## src/rtl/if_stage.sv

```systemverilog
// Instruction-fetch stage: owns the PC, drives the instruction memory address and
// fills the IF/ID pipeline register. Handles stall, flush and branch/jump redirects.
//
// Optional feature: define IF_PERF_CNT_EN to add saturating performance counters
// (fetch_count, stall_count, redirect_count). Without it, those ports do not exist.

module if_stage #(
    parameter logic [31:0] RESET_PC  = 32'h0000_0000,
    parameter int unsigned PC_INC    = 8,
    parameter logic [31:0] NOP_INSTR = 32'h0000_0000
) (
    input  logic        clk,
    input  logic        rst,
    input  logic        stall,
    input  logic        flush,
    input  logic        branch_taken,
    input  logic [31:0] branch_target,
    input  logic        jump,
    input  logic [31:0] jump_target,
    output logic [31:0] im_addr,
    input  logic [31:0] im_data,
    output logic        if_id_valid,
    output logic [31:0] if_id_instr,
    output logic [31:0] if_id_pc,
    output logic [31:0] if_id_pc_next,
    output logic        misalign
`ifdef IF_PERF_CNT_EN
    ,
    output logic [31:0] fetch_count,
    output logic [31:0] stall_count,
    output logic [31:0] redirect_count
`endif
);

    // PC_INC is a power of two, so the low log2(PC_INC) bits are exactly PC_INC-1.
    localparam logic [31:0] PcStep    = 32'(PC_INC);
    localparam logic [31:0] AlignMask = 32'(PC_INC - 1);

    logic [31:0] pc_q, pc_d;
    logic        if_id_valid_q, if_id_valid_d;
    logic [31:0] if_id_instr_q, if_id_instr_d;
    logic [31:0] if_id_pc_q, if_id_pc_d;
    logic [31:0] if_id_pc_next_q, if_id_pc_next_d;
    logic        misalign_q, misalign_d;

    logic        redirect;
    logic [31:0] redirect_target;
    logic [31:0] pc_seq;
    logic        bubble;
    logic        load;

    // Redirect selection: branch is the older instruction so it beats a jump.
    always_comb begin
        redirect        = branch_taken | jump;
        redirect_target = branch_taken ? branch_target : jump_target;
        pc_seq          = pc_q + PcStep;
        bubble          = flush | redirect;
        load            = ~bubble & ~stall;
    end

    // Next PC and misalign flag.
    always_comb begin
        pc_d       = pc_q;
        misalign_d = 1'b0;
        if (redirect) begin
            pc_d       = redirect_target & ~AlignMask;
            misalign_d = |(redirect_target & AlignMask);
        end else if (!stall) begin
            pc_d = pc_seq;
        end
    end

    // IF/ID next state: bubble keeps the old pc fields, stall keeps everything.
    always_comb begin
        if_id_valid_d   = if_id_valid_q;
        if_id_instr_d   = if_id_instr_q;
        if_id_pc_d      = if_id_pc_q;
        if_id_pc_next_d = if_id_pc_next_q;
        if (bubble) begin
            if_id_valid_d = 1'b0;
            if_id_instr_d = NOP_INSTR;
        end else if (load) begin
            if_id_valid_d   = 1'b1;
            if_id_instr_d   = im_data;
            if_id_pc_d      = pc_q;
            if_id_pc_next_d = pc_seq;
        end
    end

    // PC, IF/ID and misalign registers; reset overrides every other input.
    always_ff @(posedge clk) begin
        if (rst) begin
            pc_q            <= RESET_PC;
            if_id_valid_q   <= 1'b0;
            if_id_instr_q   <= NOP_INSTR;
            if_id_pc_q      <= 32'h0;
            if_id_pc_next_q <= 32'h0;
            misalign_q      <= 1'b0;
        end else begin
            pc_q            <= pc_d;
            if_id_valid_q   <= if_id_valid_d;
            if_id_instr_q   <= if_id_instr_d;
            if_id_pc_q      <= if_id_pc_d;
            if_id_pc_next_q <= if_id_pc_next_d;
            misalign_q      <= misalign_d;
        end
    end

    assign im_addr       = pc_q;
    assign if_id_valid   = if_id_valid_q;
    assign if_id_instr   = if_id_instr_q;
    assign if_id_pc      = if_id_pc_q;
    assign if_id_pc_next = if_id_pc_next_q;
    assign misalign      = misalign_q;

`ifdef IF_PERF_CNT_EN
    logic [31:0] fetch_cnt_q, fetch_cnt_d;
    logic [31:0] stall_cnt_q, stall_cnt_d;
    logic [31:0] redirect_cnt_q, redirect_cnt_d;

    function automatic logic [31:0] sat_inc(input logic [31:0] v, input logic en);
        return (en && v != 32'hFFFF_FFFF) ? v + 32'h1 : v;
    endfunction

    // Counter next state; stalls only count when no redirect overrides them.
    always_comb begin
        fetch_cnt_d    = sat_inc(fetch_cnt_q, load);
        stall_cnt_d    = sat_inc(stall_cnt_q, stall & ~redirect);
        redirect_cnt_d = sat_inc(redirect_cnt_q, redirect);
    end

    // Counter registers, cleared by reset.
    always_ff @(posedge clk) begin
        if (rst) begin
            fetch_cnt_q    <= 32'h0;
            stall_cnt_q    <= 32'h0;
            redirect_cnt_q <= 32'h0;
        end else begin
            fetch_cnt_q    <= fetch_cnt_d;
            stall_cnt_q    <= stall_cnt_d;
            redirect_cnt_q <= redirect_cnt_d;
        end
    end

    assign fetch_count    = fetch_cnt_q;
    assign stall_count    = stall_cnt_q;
    assign redirect_count = redirect_cnt_q;
`endif

endmodule

```

## config.mk

```make
export PLATFORM = sky130hd
export DESIGN_NAME = if_stage
export DESIGN_NICKNAME = d
export VERILOG_FILES = /design/src/rtl/if_stage.sv
export SDC_FILE = /design/constraint.sdc
export NUM_CORES = 1
export LEC_CHECK = 0
export CORE_MARGIN = 5
export CORE_UTILIZATION = 34
export CTS_BUF_LIST = sky130_fd_sc_hd__clkbuf_8
export DETAILED_ROUTE_END_ITERATION = 8
export GPL_TIMING_DRIVEN = 0
export PLACE_DENSITY = 0.66
export SKIP_CTS_REPAIR_TIMING = 1
export SYNTH_ARGS = -nofsm -noshare
export SYNTH_HDL_FRONTEND = slang
export SYNTH_SLANG_ARGS = --single-unit
```

## constraint.sdc

```tcl
create_clock -name clk -period 5.4 [get_ports clk]
set_clock_uncertainty 0.15 [all_clocks]
set_input_delay 0.54 -clock clk [delete_from_list [all_inputs] [get_ports clk]]
set_output_delay 0.54 -clock clk [all_outputs]
set_load 0.03 [all_outputs]
```

# Word level (Yosys, flattened, before mapping)

Cells that the tools add are included.

Register bits after elaboration: 130
Input bits: 102

Muxes and demuxes: 3
Reduce and logical (&&, ||, !) cells: 5
Add/subtract/negate cells: 1
Equality and inequality tests: 1
Bitwise gates (word level): 6

Operators with widths:

| cell                                                            | number |
|---|---|
| 32-bit 2-to-1 mux                                               | 3 |
| 32-bit by 4-bit adder with 32-bit output, second input constant | 1 |
| 2-bit OR reduction                                              | 3 |
| 1-bit NOT                                                       | 3 |
| 3-bit OR reduction                                              | 1 |
| 2-bit by 1-bit != test with 1-bit output, second input constant | 1 |
| 1-bit OR                                                        | 2 |
| 2-bit AND reduction                                             | 1 |
| 1-bit bitwise AND                                               | 1 |

# Longest topological paths before layout

Word-level depth: 5
Mapped depth: 8
Mapped depth without buffers: 6

# Worst setup path before layout

No wires, ideal clock.

Path type: flip-flop to flip-flop
From: register pc_q[3], in the netlist im_addr[3]
To: register pc_q[25], in the netlist im_addr[25]
Buffers on the path: 1
Setup slack: 2922 ps
Stages on the path, launching flop included: 8
Arrival: 2224 ps
Data required time: 5147 ps
Library setup time: 103 ps
Cells stage by stage: dfxtp_1 -> ha_1 -> and3_1 -> clkbuf_1 -> nand4_1 -> or3_1 -> xor2_1 -> a2111oi_2

Word-level cells in the longest chain between the ends: 3

RTL lines:

| what                                     | RTL line | source |
|---|---|---|
| start, declared                          | 39       | `logic [31:0] pc_q, pc_d;` |
| start signal, assigned                   | 100      | `pc_q <= pc_d;` |
| 32-bit by 4-bit adder with 32-bit output | 56       | `pc_seq = pc_q + PcStep;` |
| 32-bit 2-to-1 mux                        | 68       | `end else if (!stall) begin` |
| 32-bit 2-to-1 mux                        | 65       | `if (redirect) begin` |

Every way passes these cells. The select of a mux whose other input is x is not followed.
A chain may end at the register's enable or synchronous reset.

# Worst setup path after layout

From: input jump
To: register if_id_pc_next_q[10], in the netlist if_id_pc_next[10]

Word-level cells in the longest chain between the ends: 5

RTL lines:

| what                                   | RTL line | source |
|---|---|---|
| start, declared                        | 18       | `input logic jump,` |
| 1-bit OR *                             | 54       | `redirect = branch_taken \| jump;` |
| 1-bit OR *                             | 57       | `bubble = flush \| redirect;` |
| 1-bit NOT (no source line) *           | --       |  |
| 1-bit bitwise AND                      | 58       | `load = ~bubble & ~stall;` |
| 2-bit AND reduction (no source line) * | --       |  |
| end signal, assigned                   | 104      | `if_id_pc_next_q <= if_id_pc_next_d;` |
| end, declared                          | 43       | `logic [31:0] if_id_pc_next_q, if_id_pc_next_d;` |

Every way passes the cells marked *; elsewhere a longest branch is shown, timed or not.

==> results.toml <==
[place]
gp_congestion = 0.9101
io_buffer_count = 221
dp_cells = 1129
dp_hpwl_um = 17540
place_area_um2 = 8157

[sta]
finalSetupViolCount = 0
worstMarginPinSlew_ps = 1106
max_freq_ghz = 0.3145
finalSetupTns_ps = 0
slew_headroom_pct = 25.58
hold_viol = 0
period_share_pct = 58.88
slew_viol_final = 0
hold_slack_ps = 304.5
post-route-min-period_ps = 3179
rsz0062_at_grt = "false"

[clock_tree]
cts_tree = "yes"
cts_buffer_depth = 2
cts_made_buffers = 17
htree_levels = 4
path_clk_slew_ps = 70
clk_latency_ps = 450
cts_sinks = 121
cts_root_buf = "clkbuf_8"

[job]
maxCapViolCount = 0

[grt]
grt_pass1_vias = 5979
grt_max_degree = 17
grt_first_pass_wirelength_um = 35270
grt.overflow.total = 0
grt_usage_pct = 23.25
antenna_found_initial = 0

[power]
p_clk_share_pct = 38.4
switching_share_pct = 28.06
intPower_mw = 1.559
ir_drop_mv = 0.1511
p_comb_share_pct = 17.9
total_power_mw = 2.167
power.leakage_nw = 3.046
p_sw_uw = 608.0
seq_power_share_pct = 43.7
p_per_area_nw_per_um2 = 253.4

[yosys]
synth_edf_count = 0
yosys_warnings = 0
syn_avg_cell_area_um2 = 8.293
syn_area_um2 = 5639
netlist_instances = 680
synth_top_flop_cell = "dfxtp_1"
ys_ff_latch = 121
synthArstFlopShare_pct = 0
ys_seq_area_share_pct = 42.96
yosysUniqueCellTypes = 59

[cells_and_area]
layout.nets = 1031
design_area_um2 = 8552
fillers = 1579
drive_gt1_share_pct = 10.21
fin_cells = 1160
diodes = 0
synthToLayoutAreaGrowth_pct = 51.65

[route]
vias = 6155
top_layer_used = "met4"
totalWireLength_um = 23210
wl_met3_um = 2203
drtIter0Drc = 582
wl_met1_um = 10060
ant_nets = 0
drc = 0
wl_met2_um = 10490
vias_per_cell = 5.306
firstDrtPassIters = 6
wire_per_inst_um = 20.01

[critical_path]
r2r_end = "im_addr[29]"
worst_setup_path_start_kind = "primary input"
rrSetupSlack_ps = 2350
worst-setup-path-type = "in -> reg"
crit_arrival_ps = 3320
crit_required_ps = 5540
crit_fanout = 10
r2r-start = "im_addr[3]"
worstSetupEndpointType = "flip-flop"
ff2ff_path_depth = 6

[floorplan]
die_area_um2 = 19260
start_util_pct = 34.37
die_h_um = 138.8
die_x_um = 138.8
coreArea_um2 = 16410
boundaryPins = 232
num_rows = 47

[hold_path]
min_path_cells = 2
min_path_type = "reg -> reg"
hold_end = "if_id_pc_next[4]"
hold_start = "if_id_pc_next[4]"

[outcome]
status = "finished, final reports clean"
==> layer usage <==
layer  vias to the layer above  GRT usage, %
li1                       2952             -
met1                      2797         30.17
met2                       369         37.07
met3                        37         6.897
met4                         0         7.827
met5                         -             0
==> state kept, by name (all words and copies together), names as in the netlist <==
register       flops
if_id_instr       32
im_addr           29
if_id_valid        1
if_id_pc_next     29
misalign           1
if_id_pc          29
==> power by group through the flow <==
stage / Sequential, mW / Clock (mW) / Combinational [mW]
after floorplan: 1.01 / 0 / 0.149
after global placement: 0.967 / 0 / 0.383
after detailed placement: 0.967 / 0 / 0.383
after CTS: 0.947 / 0.846 / 0.385
after global routing: 0.951 / 0.889 / 0.412
final: 0.947 / 0.833 / 0.387
==> kinds of logic (layout without fill, tap and decap cells) <==
group,count (synthesis),count (layout),share of synthesized area [%]
AOI/OAI and AO/OA,229,229,27.40
and+or+nand+nor,213,213,18.22
adders and majority gates,1,1,0.2218
buffers and inverters,87,339,6.745
xor gates and xnor gates,26,26,4.038
DFF,121,121,42.96
other,1,9,0.06650
muxes,2,2,0.3550
==> worst max-delay path, cell delays in order <==
cell	delay [ps]
clkdlybuf4s50_1	530
or2_2	380
nor3_1	690
clkbuf_1	490
clkbuf_1	530
a211oi_1	150
==> cells in the mapped netlist (4+ instances only) <==
cell        n  area, um2
o221a_2    33      371.6
inv_1      11      41.29
nand4_1     9      56.30
nor3_1     23      115.1
nor4_1      6      37.54
o21ai_0    43      215.2
dfxtp_1   121       2422
buf_4       9      67.56
nor2_1     37      138.9
clkbuf_1   48      180.2
a221oi_1    4      35.03
a21oi_1    96      480.5
a211oi_1   18      135.1
nor3b_1     5      37.54
xor2_1     11      96.34
nand2b_1    4      25.02
nand3_1    14      70.07
buf_2      16      80.08
xnor2_1    15      131.4
nand2_1    88      330.3
nand3b_1    4      30.03
==> through the flow <==
step | utilization [%] | setup WS [ps]
floorplan | - | 2922
global placement | 49.71 | 1759
detailed placement | 49.71 | 1769
CTS | 52.12 | 2242
global route | 52.12 | 2102
finish | 52.12 | 2221
==> cell usage in the layout (no fill, tap or decap), drive strengths merged, types with 4 or more instances in the layout <==
cell / Yosys / final
clkdlybuf4s50: 0 / 221
dfxtp: 121 / 121
a21oi: 96 / 96
nand2: 88 / 88
clkbuf: 48 / 67
o21ai: 44 / 44
nor2: 37 / 37
o221a: 33 / 33
buf: 28 / 28
nor3: 23 / 23
a211oi: 18 / 18
xnor2: 15 / 15
nand3: 14 / 14
inv: 11 / 14
xor2: 11 / 11
nand4: 11 / 11
conb: 1 / 9
nor4: 9 / 9
nor3b: 5 / 5
clkinv: 0 / 5
a221oi: 4 / 4
nand2b: 4 / 4
nand3b: 4 / 4
==> cell type report <==
cell class	instances	area, um2	share of cell area [%]
Inverter	11	41.29	0.4828
Tap cell	220	275.3	3.219
Sequential cell	121	2422	28.32
Buffer	76	339.1	3.965
Clock buffer	19	261.5	3.058
Clock inverter	12	133.9	1.565
Multi-Input combinational cell	480	2867	33.52
Timing Repair Buffer	221	2212	25.87
==> worst max-delay path by stage <==
stage                           from                 to  slack [ps]  cells past startpoint
after floorplan           im_addr[3]        im_addr[25]        2920                      7
after global placement          jump  if_id_pc_next[20]        1760                      6
after detailed placement        jump  if_id_pc_next[10]        1770                      6
after CTS                       jump  if_id_pc_next[10]        2240                      6
after global routing            jump  if_id_pc_next[10]        2100                      6
final                           jump  if_id_pc_next[10]        2220                      6
Note: power is estimated with default switching activity, not from simulation.
